$ cat src/rtl/tmr_alu_pkg.sv
`default_nettype none
// tmr_alu_pkg -- opcodes, FSM states and response record shared by the TMR ALU sequencer.
// Rev 1.0
package tmr_alu_pkg;

  typedef enum logic [4:0] {
    OP_ADD = 5'd0,
    OP_SUB = 5'd1,
    OP_AND = 5'd2,
    OP_OR  = 5'd3,
    OP_SLL = 5'd4,
    OP_SRA = 5'd5
  } opcode_e;

  localparam logic [4:0] OP_MAX = 5'd5;

  typedef enum logic [1:0] {
    ST_IDLE  = 2'd0,
    ST_EXEC  = 2'd1,
    ST_RETRY = 2'd2,
    ST_RESP  = 2'd3
  } state_t;

  typedef struct packed {
    logic [31:0] result;
    logic        ne;
    logic        lt;
    logic        corrected;
    logic        fatal;
    logic        illegal;
    logic [2:0]  retries;
  } resp_t;

endpackage
`default_nettype wire

$ cat src/rtl/tmr_alu_retry_ctrl_if.sv
`default_nettype none
// tmr_alu_retry_ctrl_if -- request, replica, voter and response buses of the TMR sequencer.
// Rev 1.0
interface tmr_alu_retry_ctrl_if #(
  parameter int CNT_W = 16
);
  logic             req_valid;
  logic             req_ready;
  logic [4:0]       req_opcode;
  logic [4:0]       req_shamt;
  logic [31:0]      req_a;
  logic [31:0]      req_b;

  logic [31:0]      alu_inA1, alu_inA2, alu_inA3;
  logic [31:0]      alu_inB1, alu_inB2, alu_inB3;
  logic [4:0]       alu_opcode;
  logic [4:0]       alu_shamt;

  logic [31:0]      v_result;
  logic             v_err_result, v_inv_result;
  logic             v_isNotEqual, v_err_ne, v_inv_ne;
  logic             v_isLessThan, v_err_lt, v_inv_lt;

  logic             resp_valid;
  logic             resp_ready;
  logic [31:0]      resp_result;
  logic             resp_isNotEqual, resp_isLessThan;
  logic             resp_corrected, resp_fatal, resp_illegal;
  logic [2:0]       resp_retries;

  logic [CNT_W-1:0] corrected_count;
  logic [CNT_W-1:0] fatal_count;

  // Controller side
  modport slave (
    input  req_valid, req_opcode, req_shamt, req_a, req_b,
    output req_ready,
    output alu_inA1, alu_inA2, alu_inA3, alu_inB1, alu_inB2, alu_inB3, alu_opcode, alu_shamt,
    input  v_result, v_err_result, v_inv_result,
    input  v_isNotEqual, v_err_ne, v_inv_ne, v_isLessThan, v_err_lt, v_inv_lt,
    output resp_valid, resp_result, resp_isNotEqual, resp_isLessThan,
    output resp_corrected, resp_fatal, resp_illegal, resp_retries,
    input  resp_ready,
    output corrected_count, fatal_count
  );

  // Requester / replica-array side
  modport master (
    output req_valid, req_opcode, req_shamt, req_a, req_b,
    input  req_ready,
    input  alu_inA1, alu_inA2, alu_inA3, alu_inB1, alu_inB2, alu_inB3, alu_opcode, alu_shamt,
    output v_result, v_err_result, v_inv_result,
    output v_isNotEqual, v_err_ne, v_inv_ne, v_isLessThan, v_err_lt, v_inv_lt,
    input  resp_valid, resp_result, resp_isNotEqual, resp_isLessThan,
    input  resp_corrected, resp_fatal, resp_illegal, resp_retries,
    output resp_ready,
    input  corrected_count, fatal_count
  );
endinterface
`default_nettype wire

$ cat src/rtl/sat_counter.sv
`default_nettype none
// sat_counter -- CNT_W-wide event counter that sticks at all-ones.
// Rev 1.0
module sat_counter #(
  parameter int CNT_W = 16
) (
  input  wire logic             clk,
  input  wire logic             rst,
  input  wire logic             i_inc,
  output logic      [CNT_W-1:0] o_count
);
  logic [CNT_W-1:0] r_count;

  always_ff @(posedge clk) begin
    if (rst) begin
      r_count <= '0;
    end else if (i_inc && (r_count != '1)) begin
      r_count <= r_count + CNT_W'(1);
    end
  end

  assign o_count = r_count;
endmodule
`default_nettype wire

$ cat src/rtl/tmr_alu_retry_ctrl.sv
`default_nettype none
// tmr_alu_retry_ctrl -- issues one op to three ALU replicas, retries on no-majority votes,
// returns the voted result with corrected/fatal status. Rev 1.0
module tmr_alu_retry_ctrl
  import tmr_alu_pkg::*;
#(
  parameter int MAX_RETRY = 2,
  parameter int CNT_W     = 16
) (
  input  wire logic          clock,
  input  wire logic          reset,
  tmr_alu_retry_ctrl_if.slave bus
);
  state_t      r_state, w_next_state;
  logic [4:0]  r_op, r_shamt;
  logic [31:0] r_a, r_b;
  logic [2:0]  r_retries;
  resp_t       r_resp, w_resp_exec;

  logic w_accept, w_illegal, w_resp_done;
  logic w_is_sub, w_inv, w_err, w_retry_ok;
  logic w_inc_corr, w_inc_fatal;

  assign w_illegal  = (bus.req_opcode > OP_MAX);
  assign w_is_sub   = (r_op == OP_SUB);
  // Comparison voters only carry meaning for subtraction.
  assign w_inv      = bus.v_inv_result | (w_is_sub & (bus.v_inv_ne | bus.v_inv_lt));
  assign w_err      = bus.v_err_result | (w_is_sub & (bus.v_err_ne | bus.v_err_lt));
  assign w_retry_ok = (r_retries < 3'(MAX_RETRY));

  always_ff @(posedge clock) begin
    if (reset) begin
      r_state <= ST_IDLE;
    end else begin
      r_state <= w_next_state;
    end
  end

  always_comb begin
    w_next_state = r_state;
    w_accept     = 1'b0;
    w_resp_done  = 1'b0;
    w_inc_corr   = 1'b0;
    w_inc_fatal  = 1'b0;
    case (r_state)
      ST_IDLE: begin
        if (bus.req_valid) begin
          w_accept     = 1'b1;
          w_next_state = w_illegal ? ST_RESP : ST_EXEC;
        end
      end
      ST_EXEC: begin
        if (!w_inv) begin
          w_next_state = ST_RESP;
          w_inc_corr   = w_err;
        end else if (w_retry_ok) begin
          w_next_state = ST_RETRY;
        end else begin
          w_next_state = ST_RESP;
          w_inc_fatal  = 1'b1;
        end
      end
      ST_RETRY: w_next_state = ST_EXEC;
      ST_RESP: begin
        if (bus.resp_ready) begin
          w_resp_done  = 1'b1;
          w_next_state = ST_IDLE;
        end
      end
      default: w_next_state = ST_IDLE;
    endcase
  end

  // Response captured at the end of an EXEC cycle; fatal responses carry no flags.
  always_comb begin
    w_resp_exec         = '0;
    w_resp_exec.result  = bus.v_result;
    w_resp_exec.retries = r_retries;
    if (w_inv) begin
      w_resp_exec.fatal = 1'b1;
    end else begin
      w_resp_exec.corrected = w_err;
      w_resp_exec.ne        = w_is_sub & bus.v_isNotEqual;
      w_resp_exec.lt        = w_is_sub & bus.v_isLessThan;
    end
  end

  always_ff @(posedge clock) begin
    if (reset) begin
      r_op      <= '0;
      r_shamt   <= '0;
      r_a       <= '0;
      r_b       <= '0;
      r_retries <= '0;
      r_resp    <= '0;
    end else begin
      case (r_state)
        ST_IDLE: begin
          if (w_accept) begin
            r_resp         <= '0;
            r_resp.illegal <= w_illegal;
            if (!w_illegal) begin
              r_op      <= bus.req_opcode;
              r_shamt   <= bus.req_shamt;
              r_a       <= bus.req_a;
              r_b       <= bus.req_b;
              r_retries <= '0;
            end
          end
        end
        ST_EXEC: begin
          if (!w_inv || !w_retry_ok) begin
            r_resp <= w_resp_exec;
          end else begin
            r_retries <= r_retries + 3'd1;
          end
        end
        ST_RESP: begin
          if (w_resp_done) begin
            r_resp <= '0;
          end
        end
        default: ;
      endcase
    end
  end

  assign bus.req_ready       = (r_state == ST_IDLE);
  assign bus.resp_valid      = (r_state == ST_RESP);
  assign bus.alu_inA1        = r_a;
  assign bus.alu_inA2        = r_a;
  assign bus.alu_inA3        = r_a;
  assign bus.alu_inB1        = r_b;
  assign bus.alu_inB2        = r_b;
  assign bus.alu_inB3        = r_b;
  assign bus.alu_opcode      = r_op;
  assign bus.alu_shamt       = r_shamt;
  assign bus.resp_result     = r_resp.result;
  assign bus.resp_isNotEqual = r_resp.ne;
  assign bus.resp_isLessThan = r_resp.lt;
  assign bus.resp_corrected  = r_resp.corrected;
  assign bus.resp_fatal      = r_resp.fatal;
  assign bus.resp_illegal    = r_resp.illegal;
  assign bus.resp_retries    = r_resp.retries;

  sat_counter #(.CNT_W(CNT_W)) u_corrected_cnt (
    .clk     (clock),
    .rst     (reset),
    .i_inc   (w_inc_corr),
    .o_count (bus.corrected_count)
  );

  sat_counter #(.CNT_W(CNT_W)) u_fatal_cnt (
    .clk     (clock),
    .rst     (reset),
    .i_inc   (w_inc_fatal),
    .o_count (bus.fatal_count)
  );
endmodule
`default_nettype wire

$ cat src/flat_wrapper.sv
// flat-port wrapper written by rule: the top's interface ports become plain ports
module tmr_alu_retry_ctrl_flat import tmr_alu_pkg::*;
#(
  parameter int MAX_RETRY = 2,
  parameter int CNT_W     = 16
)
  (clock, reset, bus_req_valid, bus_req_opcode, bus_req_shamt, bus_req_a, bus_req_b, bus_req_ready, bus_alu_inA1, bus_alu_inA2, bus_alu_inA3, bus_alu_inB1, bus_alu_inB2, bus_alu_inB3, bus_alu_opcode, bus_alu_shamt, bus_v_result, bus_v_err_result, bus_v_inv_result, bus_v_isNotEqual, bus_v_err_ne, bus_v_inv_ne, bus_v_isLessThan, bus_v_err_lt, bus_v_inv_lt, bus_resp_valid, bus_resp_result, bus_resp_isNotEqual, bus_resp_isLessThan, bus_resp_corrected, bus_resp_fatal, bus_resp_illegal, bus_resp_retries, bus_resp_ready, bus_corrected_count, bus_fatal_count);
  tmr_alu_retry_ctrl_if #(.CNT_W(CNT_W)) bus_i ();
  input  wire logic clock;
  input  wire logic reset;
  input wire logic [$bits(bus_i.req_valid)-1:0] bus_req_valid;
  input wire logic [$bits(bus_i.req_opcode)-1:0] bus_req_opcode;
  input wire logic [$bits(bus_i.req_shamt)-1:0] bus_req_shamt;
  input wire logic [$bits(bus_i.req_a)-1:0] bus_req_a;
  input wire logic [$bits(bus_i.req_b)-1:0] bus_req_b;
  output wire logic [$bits(bus_i.req_ready)-1:0] bus_req_ready;
  output wire logic [$bits(bus_i.alu_inA1)-1:0] bus_alu_inA1;
  output wire logic [$bits(bus_i.alu_inA2)-1:0] bus_alu_inA2;
  output wire logic [$bits(bus_i.alu_inA3)-1:0] bus_alu_inA3;
  output wire logic [$bits(bus_i.alu_inB1)-1:0] bus_alu_inB1;
  output wire logic [$bits(bus_i.alu_inB2)-1:0] bus_alu_inB2;
  output wire logic [$bits(bus_i.alu_inB3)-1:0] bus_alu_inB3;
  output wire logic [$bits(bus_i.alu_opcode)-1:0] bus_alu_opcode;
  output wire logic [$bits(bus_i.alu_shamt)-1:0] bus_alu_shamt;
  input wire logic [$bits(bus_i.v_result)-1:0] bus_v_result;
  input wire logic [$bits(bus_i.v_err_result)-1:0] bus_v_err_result;
  input wire logic [$bits(bus_i.v_inv_result)-1:0] bus_v_inv_result;
  input wire logic [$bits(bus_i.v_isNotEqual)-1:0] bus_v_isNotEqual;
  input wire logic [$bits(bus_i.v_err_ne)-1:0] bus_v_err_ne;
  input wire logic [$bits(bus_i.v_inv_ne)-1:0] bus_v_inv_ne;
  input wire logic [$bits(bus_i.v_isLessThan)-1:0] bus_v_isLessThan;
  input wire logic [$bits(bus_i.v_err_lt)-1:0] bus_v_err_lt;
  input wire logic [$bits(bus_i.v_inv_lt)-1:0] bus_v_inv_lt;
  output wire logic [$bits(bus_i.resp_valid)-1:0] bus_resp_valid;
  output wire logic [$bits(bus_i.resp_result)-1:0] bus_resp_result;
  output wire logic [$bits(bus_i.resp_isNotEqual)-1:0] bus_resp_isNotEqual;
  output wire logic [$bits(bus_i.resp_isLessThan)-1:0] bus_resp_isLessThan;
  output wire logic [$bits(bus_i.resp_corrected)-1:0] bus_resp_corrected;
  output wire logic [$bits(bus_i.resp_fatal)-1:0] bus_resp_fatal;
  output wire logic [$bits(bus_i.resp_illegal)-1:0] bus_resp_illegal;
  output wire logic [$bits(bus_i.resp_retries)-1:0] bus_resp_retries;
  input wire logic [$bits(bus_i.resp_ready)-1:0] bus_resp_ready;
  output wire logic [$bits(bus_i.corrected_count)-1:0] bus_corrected_count;
  output wire logic [$bits(bus_i.fatal_count)-1:0] bus_fatal_count;
  assign bus_i.req_valid = bus_req_valid;
  assign bus_i.req_opcode = bus_req_opcode;
  assign bus_i.req_shamt = bus_req_shamt;
  assign bus_i.req_a = bus_req_a;
  assign bus_i.req_b = bus_req_b;
  assign bus_req_ready = bus_i.req_ready;
  assign bus_alu_inA1 = bus_i.alu_inA1;
  assign bus_alu_inA2 = bus_i.alu_inA2;
  assign bus_alu_inA3 = bus_i.alu_inA3;
  assign bus_alu_inB1 = bus_i.alu_inB1;
  assign bus_alu_inB2 = bus_i.alu_inB2;
  assign bus_alu_inB3 = bus_i.alu_inB3;
  assign bus_alu_opcode = bus_i.alu_opcode;
  assign bus_alu_shamt = bus_i.alu_shamt;
  assign bus_i.v_result = bus_v_result;
  assign bus_i.v_err_result = bus_v_err_result;
  assign bus_i.v_inv_result = bus_v_inv_result;
  assign bus_i.v_isNotEqual = bus_v_isNotEqual;
  assign bus_i.v_err_ne = bus_v_err_ne;
  assign bus_i.v_inv_ne = bus_v_inv_ne;
  assign bus_i.v_isLessThan = bus_v_isLessThan;
  assign bus_i.v_err_lt = bus_v_err_lt;
  assign bus_i.v_inv_lt = bus_v_inv_lt;
  assign bus_resp_valid = bus_i.resp_valid;
  assign bus_resp_result = bus_i.resp_result;
  assign bus_resp_isNotEqual = bus_i.resp_isNotEqual;
  assign bus_resp_isLessThan = bus_i.resp_isLessThan;
  assign bus_resp_corrected = bus_i.resp_corrected;
  assign bus_resp_fatal = bus_i.resp_fatal;
  assign bus_resp_illegal = bus_i.resp_illegal;
  assign bus_resp_retries = bus_i.resp_retries;
  assign bus_i.resp_ready = bus_resp_ready;
  assign bus_corrected_count = bus_i.corrected_count;
  assign bus_fatal_count = bus_i.fatal_count;
  tmr_alu_retry_ctrl #(.MAX_RETRY(MAX_RETRY), .CNT_W(CNT_W)) u_core (.clock(clock), .reset(reset), .bus(bus_i));
endmodule
$ cat config.mk
export PLATFORM = sky130hd
export DESIGN_NAME = tmr_alu_retry_ctrl_flat
export DESIGN_NICKNAME = d
export VERILOG_FILES = /design/src/rtl/tmr_alu_pkg.sv /design/src/rtl/tmr_alu_retry_ctrl_if.sv /design/src/rtl/sat_counter.sv /design/src/rtl/tmr_alu_retry_ctrl.sv /design/src/flat_wrapper.sv
export SDC_FILE = /design/constraint.sdc
export NUM_CORES = 1
export LEC_CHECK = 0
export ABC_AREA = 1
export ABC_CLOCK_PERIOD_IN_PS = 2230
export BUFFER_PORTS_ARGS = -buffer_cell sky130_fd_sc_hd__clkbuf_2
export CELL_PAD_IN_SITES_DETAIL_PLACEMENT = 1
export CELL_PAD_IN_SITES_GLOBAL_PLACEMENT = 1
export CORE_MARGIN = 2
export CORE_UTILIZATION = 32
export CTS_CLUSTER_DIAMETER = 80
export CTS_CLUSTER_SIZE = 8
export DETAILED_ROUTE_END_ITERATION = 10
export PLACE_DENSITY_LB_ADDON = 0.1
export SYNTH_ARGS = -nofsm -noshare
export SYNTH_HDL_FRONTEND = slang
export SYNTH_SLANG_ARGS = --single-unit
$ cat constraint.sdc
create_clock -name clock -period 2.23 [get_ports clock]
set_input_delay 0.1115 -clock clock [delete_from_list [all_inputs] [get_ports clock]]
set_output_delay 0.1115 -clock clock [all_outputs]
set_load 0.1 [all_outputs]
After elaboration in Yosys (flattened, before gate mapping)

Cells that the tools add are included.

Multipliers: 0
Bitwise gates (word level): 9
Add/subtract/negate cells: 3
Shifts and indexed selects: 0
Reduce and logical (&&, ||, !) cells: 12
Mux-type cells: 25
Divide/modulo/power cells: 0
Equal/unequal tests: 13
$lt $le $gt $ge: 2

Operators with widths:

| cell                                                 | number |
|---|---|
| two-way mux 40 bit                                   | 3 |
| one-hot mux 40 bit (3 select lines)                  | 1 |
| adder 16 x 1 -> 16 bit (second input constant)       | 2 |
| != test 16 bit (second input constant)               | 2 |
| two-way mux 3 bit                                    | 4 |
| two-way mux 1 bit                                    | 11 |
| two-way mux 2 bit                                    | 4 |
| != test 2 x 1 -> 1 bit (second input constant)       | 4 |
| one-hot mux 2 bit (4 select lines)                   | 1 |
| AND reduction 4 bit                                  | 2 |
| != test 2 bit (second input constant)                | 3 |
| one-hot mux 3 bit (2 select lines)                   | 1 |
| equality test 5 x 1 -> 1 bit (second input constant) | 1 |
| > comparator 5 x 3 -> 1 bit (second input constant)  | 1 |
| bitwise AND 1 bit                                    | 4 |
| equality test 2 bit (second input constant)          | 2 |
| OR 1 bit                                             | 4 |
| adder 3 x 1 -> 3 bit (second input constant)         | 1 |
| < comparator 3 x 2 -> 1 bit (second input constant)  | 1 |
| AND reduction 3 bit                                  | 1 |
| nonzero test 3 bit                                   | 1 |
| equality test 2 x 1 -> 1 bit (second input constant) | 1 |
| logical AND 1 bit                                    | 2 |
| logical NOT 1 bit                                    | 2 |
| 5 further kinds                                      | 5 |

ROM bits: 0
Bits of input ports: 118
Bits in writable memories: 0
Latch bits: 0
Memories: 0
Register bits: 151
Word-level logic and storage cells: 79

Longest topological paths before layout

Depth after elaboration: 7
Mapped depth: 10

Cells and area by module

From an unflattened synthesis, not the netlist that was laid out.

Cell total of the unflattened synthesis: 985
Area, all modules: 7684.9 um2

By module, submodules not included:

| module             | sequential area each (um2) | area each (um2) | cells an instance | instances |
|---|---|---|---|---|
| tmr_alu_retry_ctrl | 2382.3                     | 5825.6          | 687               | 1 |
| sat_counter        | 320.3                      | 929.6           | 149               | 2 |

Worst setup path after synthesis

OpenSTA, ideal clock, no wires.

Kind: register -> register
Start: register u_core.r_state[0]
End: register u_core.r_a[0], in the netlist u_core.bus.alu_inA1[0]
Library setup time: 117 ps
Setup slack: -494 ps
Stages on the path, launching flop included: 7
Path buffers: 2
Clock period less this slack: 2724 ps
Arrival: 2607 ps
Path through: dfxtp_1 nor2_1 nand3_1 buf_2 buf_2 o21ai_0 nor2_1

Longest elaborated chain between the ends: 3

Ends and longest elaborated chain:

| item                                     | line                      | text |
|---|---|---|
| start: declaration                       | tmr_alu_retry_ctrl.sv:14  | `state_t r_state, w_next_state;` |
| start signal: assignment                 | tmr_alu_retry_ctrl.sv:35  | `r_state <= w_next_state;` |
| logical NOT 2 bit (*)                    | --                        |  |
| net bus_req_ready                        | flat_wrapper.sv:16        | `output wire logic [$bits(bus_i.req_ready)-1:0] bus_req_ready;` |
| two-way mux 1 bit                        | tmr_alu_retry_ctrl.sv:45  | `case (r_state)` |
| AND reduction 3 bit (no source line) (*) | --                        |  |
| end signal: assignment                   | tmr_alu_retry_ctrl.sv:105 | `r_a <= bus.req_a;` |
| end: declaration                         | tmr_alu_retry_ctrl.sv:16  | `logic [31:0] r_a, r_b;` |

The timed path passes the listed nets; every way through them passes the cells marked *.
A chain may end at the register's enable or synchronous reset.

Worst setup path after layout

Start: register u_core.u_fatal_cnt.r_count[0], in the netlist u_core.u_fatal_cnt.o_count[0]
End: register u_core.u_fatal_cnt.r_count[15], in the netlist u_core.u_fatal_cnt.o_count[15]

Longest elaborated chain between the ends: 2
Elaborated cells on any way between the ends: 3
Classes of those cells: 1 x add/sub; 1 x eq/ne; 1 x reduce/logical

Ends and longest elaborated chain:

| item                                                                           | line              | text |
|---|---|---|
| start: declaration                                                             | sat_counter.sv:12 | `logic [CNT_W-1:0] r_count;` |
| start signal: assignment                                                       | sat_counter.sv:18 | `r_count <= r_count + CNT_W'(1);` |
| parallel branches: the longest is 2 deep, another holds adder 16 x 1 -> 16 bit | --                |  |

Several ways; the timed one is not identified.

==> flow_metrics.tcl <==
set metrics [dict create \
    arrival_ps 2090 \
    fmax_mhz 555 \
    avgSynthCellArea_sq_um 7.77 \
    p_leak_uw 0.00473 \
    grt_pass1_vias 7114 \
    slew_violations 0 \
    grt_pass1_wl_mm 38.0 \
    hpwl_mm 18.4 \
    antenna_found_initial 0 \
    grt_max_degree 70 \
    dieWidth_um 158 \
    fin_setup_tns_ps 0 \
    wl_per_cell_um 15.1 \
    cts_buffers 17 \
    ant_nets 0 \
    grt_overflow_total 0 \
    pin_count 394 \
    hp-class "in2reg" \
    post_cts_buffers 0 \
    yosysUniqueCellTypes 35 \
    cts-root-buf "clkbuf_16" \
    syn2layout_area_growth_pct 38.7 \
    combPwrFrac_pct 28.2 \
    clockPowerShare_pct 36.0 \
    row_count 56 \
    p_sw_share_pct 39.3 \
    num_vias 7448 \
    worstPathMaxFanout 16 \
    end_kind "flop" \
    fin_skew_ps 13.5 \
    drv_cap 0 \
    clk_path_buf_depth 2 \
    critPathBufInv 2 \
    p_seq_share_pct 35.8 \
    cpLargestDelayFamily "simple AND/OR/NAND/NOR gates" \
    tightest_slew_ps 596 \
    portBuffers 393 \
    clkTransAtPathRegs_ps 60 \
    slowest_delay_ps 370 \
    reg2reg_slack_ps 430 \
    ys_ff_latch 151 \
    peakVddDrop_uv 450 \
    pre_cts_ws_ps 419 \
    place.gp.congestion 0.767 \
    rsz0062_at_grt "false" \
    synth_fp_nets 1100 \
    final_nets 1461 \
    slew_headroom_pct 60.5 \
    n_antenna_cell 0 \
    die-area_sq_um 25000 \
    drt_iter0_markers 228 \
    core_area_sq_um 23400 \
    powerDensity_nw_per_um2 762 \
    cp.required_ps 2520 \
    syn_area_sq_um 7610 \
    worstSetupPathType "reg2reg" \
    h-tree-depth 4 \
    setup_viol 0 \
    whs_ps 73.7 \
    slowest_stage "dfxtp_2" \
    outcome "finished, final reports clean" \
    clock_latency_ps 420 \
    switchingPower_uw 3160 \
    yosysWarnings 0 \
    finalHoldViolations 0 \
    drc 0 \
    viasPerCell 4.45 \
    clkSinkCount 151 \
    initial_core_util_pct 32.5 \
    cts_resized 0 \
    netlist_instances 979 \
    yosysSeqAreaShare_pct 39.7 \
    critical_path.cell_chain "ha_1 -> nand3_1 -> nor2_1 -> inv_1 -> nor2_1 -> nor2_4 -> buf_4 -> nand2_2 -> a21oi_2" \
    wirelength_mm 25.3 \
    min_period_ps 1800 \
    startpoint_type "flop" \
    cellInternalPower_uw 4880 \
    cts_tree "built" \
    layout-drive-gt1-share_pct 43.2 \
    die_h_um 158 \
    finalCritPeriodShare_pct 80.8 \
    drtPass1Iterations 4 \
    fin_ws_ps 429 \
    cp_common_cell "nor2_1" \
    ctsHoldBuffers 107 \
    grt_usage_pct 19.5 \
]
[cells by family (layout without fill, tap and decap cells)]
| kind of cell | after synthesis | in the layout | synth area share [%] |
|---|---|---|---|
| compound gates | 154 | 154 | 13.1 |
| xor+xnor | 12 | 12 | 1.38 |
| fa+ha+maj | 3 | 3 | 0.494 |
| buf+inv | 210 | 584 | 18.3 |
| flops | 151 | 151 | 39.7 |
| simple gates | 449 | 449 | 27.0 |
[worst min-delay path: stages]
cell and delay (ps):
clkbuf_2 100, or2_1 150, a21oi_1 70
[area by class of cell]
type                    instances  area, sq um
clock buffers                  21          470
clock inverters                11          114
fillers                      2995        12900
inverters                      39          146
multi-input cells             618         3200
flip-flops and latches        151         3030
well taps                     319          399
repair buffers                513         3190
[per-layer routing]
metal	global-route usage (%)	wire length, um	share of wire (%)	vias to the layer above
li1	-	-	-	3722
met1	23.1	10600	42	3496
met2	35.5	13000	52	212
met3	4.02	1340	5.3	18
met4	5.45	318	1.3	0
met5	0	0	0	-
[through the flow]
stage	cells	area, sq um	total power [uW]	util (%)
global route	1672	10600	8350	45.1
detailed placement	1533	8890	5070	38.0
finish	1672	10600	8040	45.1
floorplan	979	7620	4860	-
CTS	1672	10600	8150	45.1
global placement	1533	8890	5060	38.0
[power groups by stage]
stage	Clock (uW)	Sequential (uW)	Combinational [uW]
after floorplan	0	3520	1340
after global placement	0	2940	2120
after detailed placement	0	2940	2130
after CTS	2980	2880	2290
after global routing	3090	2890	2370
final	2890	2880	2270
[cell usage after synthesis]
| cell type | number | area, sq um |
|---|---|---|
| a31oi_1 | 1 | 6.26 |
| xor2_1 | 7 | 61.3 |
| or2_1 | 1 | 6.26 |
| dfxtp_1 | 151 | 3020 |
| inv_1 | 35 | 131 |
| clkbuf_1 | 18 | 67.6 |
| nand2_2 | 64 | 400 |
| clkinv_1 | 1 | 3.75 |
| a21oi_4 | 1 | 16.3 |
| o21ai_1 | 1 | 5.00 |
| o21ai_0 | 76 | 380 |
| buf_6 | 1 | 11.3 |
| inv_2 | 3 | 11.3 |
| xnor2_1 | 5 | 43.8 |
| nor3_4 | 1 | 16.3 |
| nor3_2 | 1 | 10.0 |
| nand3_1 | 43 | 215 |
| o211ai_1 | 1 | 7.51 |
| a21oi_2 | 57 | 499 |
| buf_4 | 131 | 983 |
| buf_2 | 16 | 80.1 |
| nor2_1 | 186 | 698 |
| nand4_1 | 11 | 68.8 |
| nand2_8 | 1 | 20.0 |
| a21oi_1 | 17 | 85.1 |
| ha_1 | 3 | 37.5 |
| nand3b_1 | 1 | 7.51 |
| nand2_1 | 122 | 458 |
| nand2_4 | 2 | 22.5 |
| nor2_2 | 2 | 12.5 |
| nor3_1 | 7 | 35.0 |
| nor3b_2 | 1 | 12.5 |
| buf_12 | 5 | 100 |
| nand4_2 | 1 | 12.5 |
| nor2_4 | 5 | 56.3 |
[registers in the layout, summed over array words and instances (netlist names)]
register                        cells
u_core.bus.alu_inA1                32
u_core.bus.alu_inB1                32
u_core.bus.resp_result             32
u_core.u_corrected_cnt.o_count     16
u_core.u_fatal_cnt.o_count         16
u_core.bus.alu_opcode               5
u_core.bus.alu_shamt                5
u_core.bus.resp_retries             3
u_core.r_retries                    3
u_core.r_state                      2
u_core.bus.resp_corrected           1
u_core.bus.resp_fatal               1
u_core.bus.resp_illegal             1
u_core.bus.resp_isLessThan          1
u_core.bus.resp_isNotEqual          1
[cells in the final DEF, fill, tap and decap left out, types with 2 or more instances in the layout]
| cell | instances |
|---|---|
| xor2_1 | 7 |
| clkbuf_8 | 3 |
| clkbuf_2 | 392 |
| nand2_1 | 122 |
| nand3_1 | 42 |
| o21ai_0 | 76 |
| nor3_1 | 7 |
| nand2_2 | 64 |
| buf_12 | 4 |
| nand2_4 | 2 |
| clkinv_4 | 4 |
| inv_1 | 35 |
| inv_6 | 2 |
| nor2_2 | 3 |
| clkinvlp_4 | 2 |
| xnor2_1 | 5 |
| clkbuf_16 | 17 |
| dfxtp_2 | 6 |
| nor2_4 | 5 |
| inv_2 | 4 |
| dfxtp_1 | 145 |
| nor2_1 | 185 |
| ha_1 | 3 |
| buf_4 | 10 |
| a21oi_1 | 17 |
| dlygate4sd3_1 | 107 |
| nand4_1 | 11 |
| a21oi_2 | 57 |
[path summary, 6_finish.rpt]
path	depth (start not counted)	to	from
worst max register to register	9	u_core.u_fatal_cnt.o_count[15]	u_core.u_fatal_cnt.o_count[0]
worst min-delay path	3	u_core.r_state[0]	bus_resp_ready
worst min register to register	2	u_core.bus.alu_opcode[4]	u_core.bus.alu_opcode[4]
worst max-delay path	9	u_core.u_fatal_cnt.o_count[15]	u_core.u_fatal_cnt.o_count[0]
(Power assumes the default switching activity.)
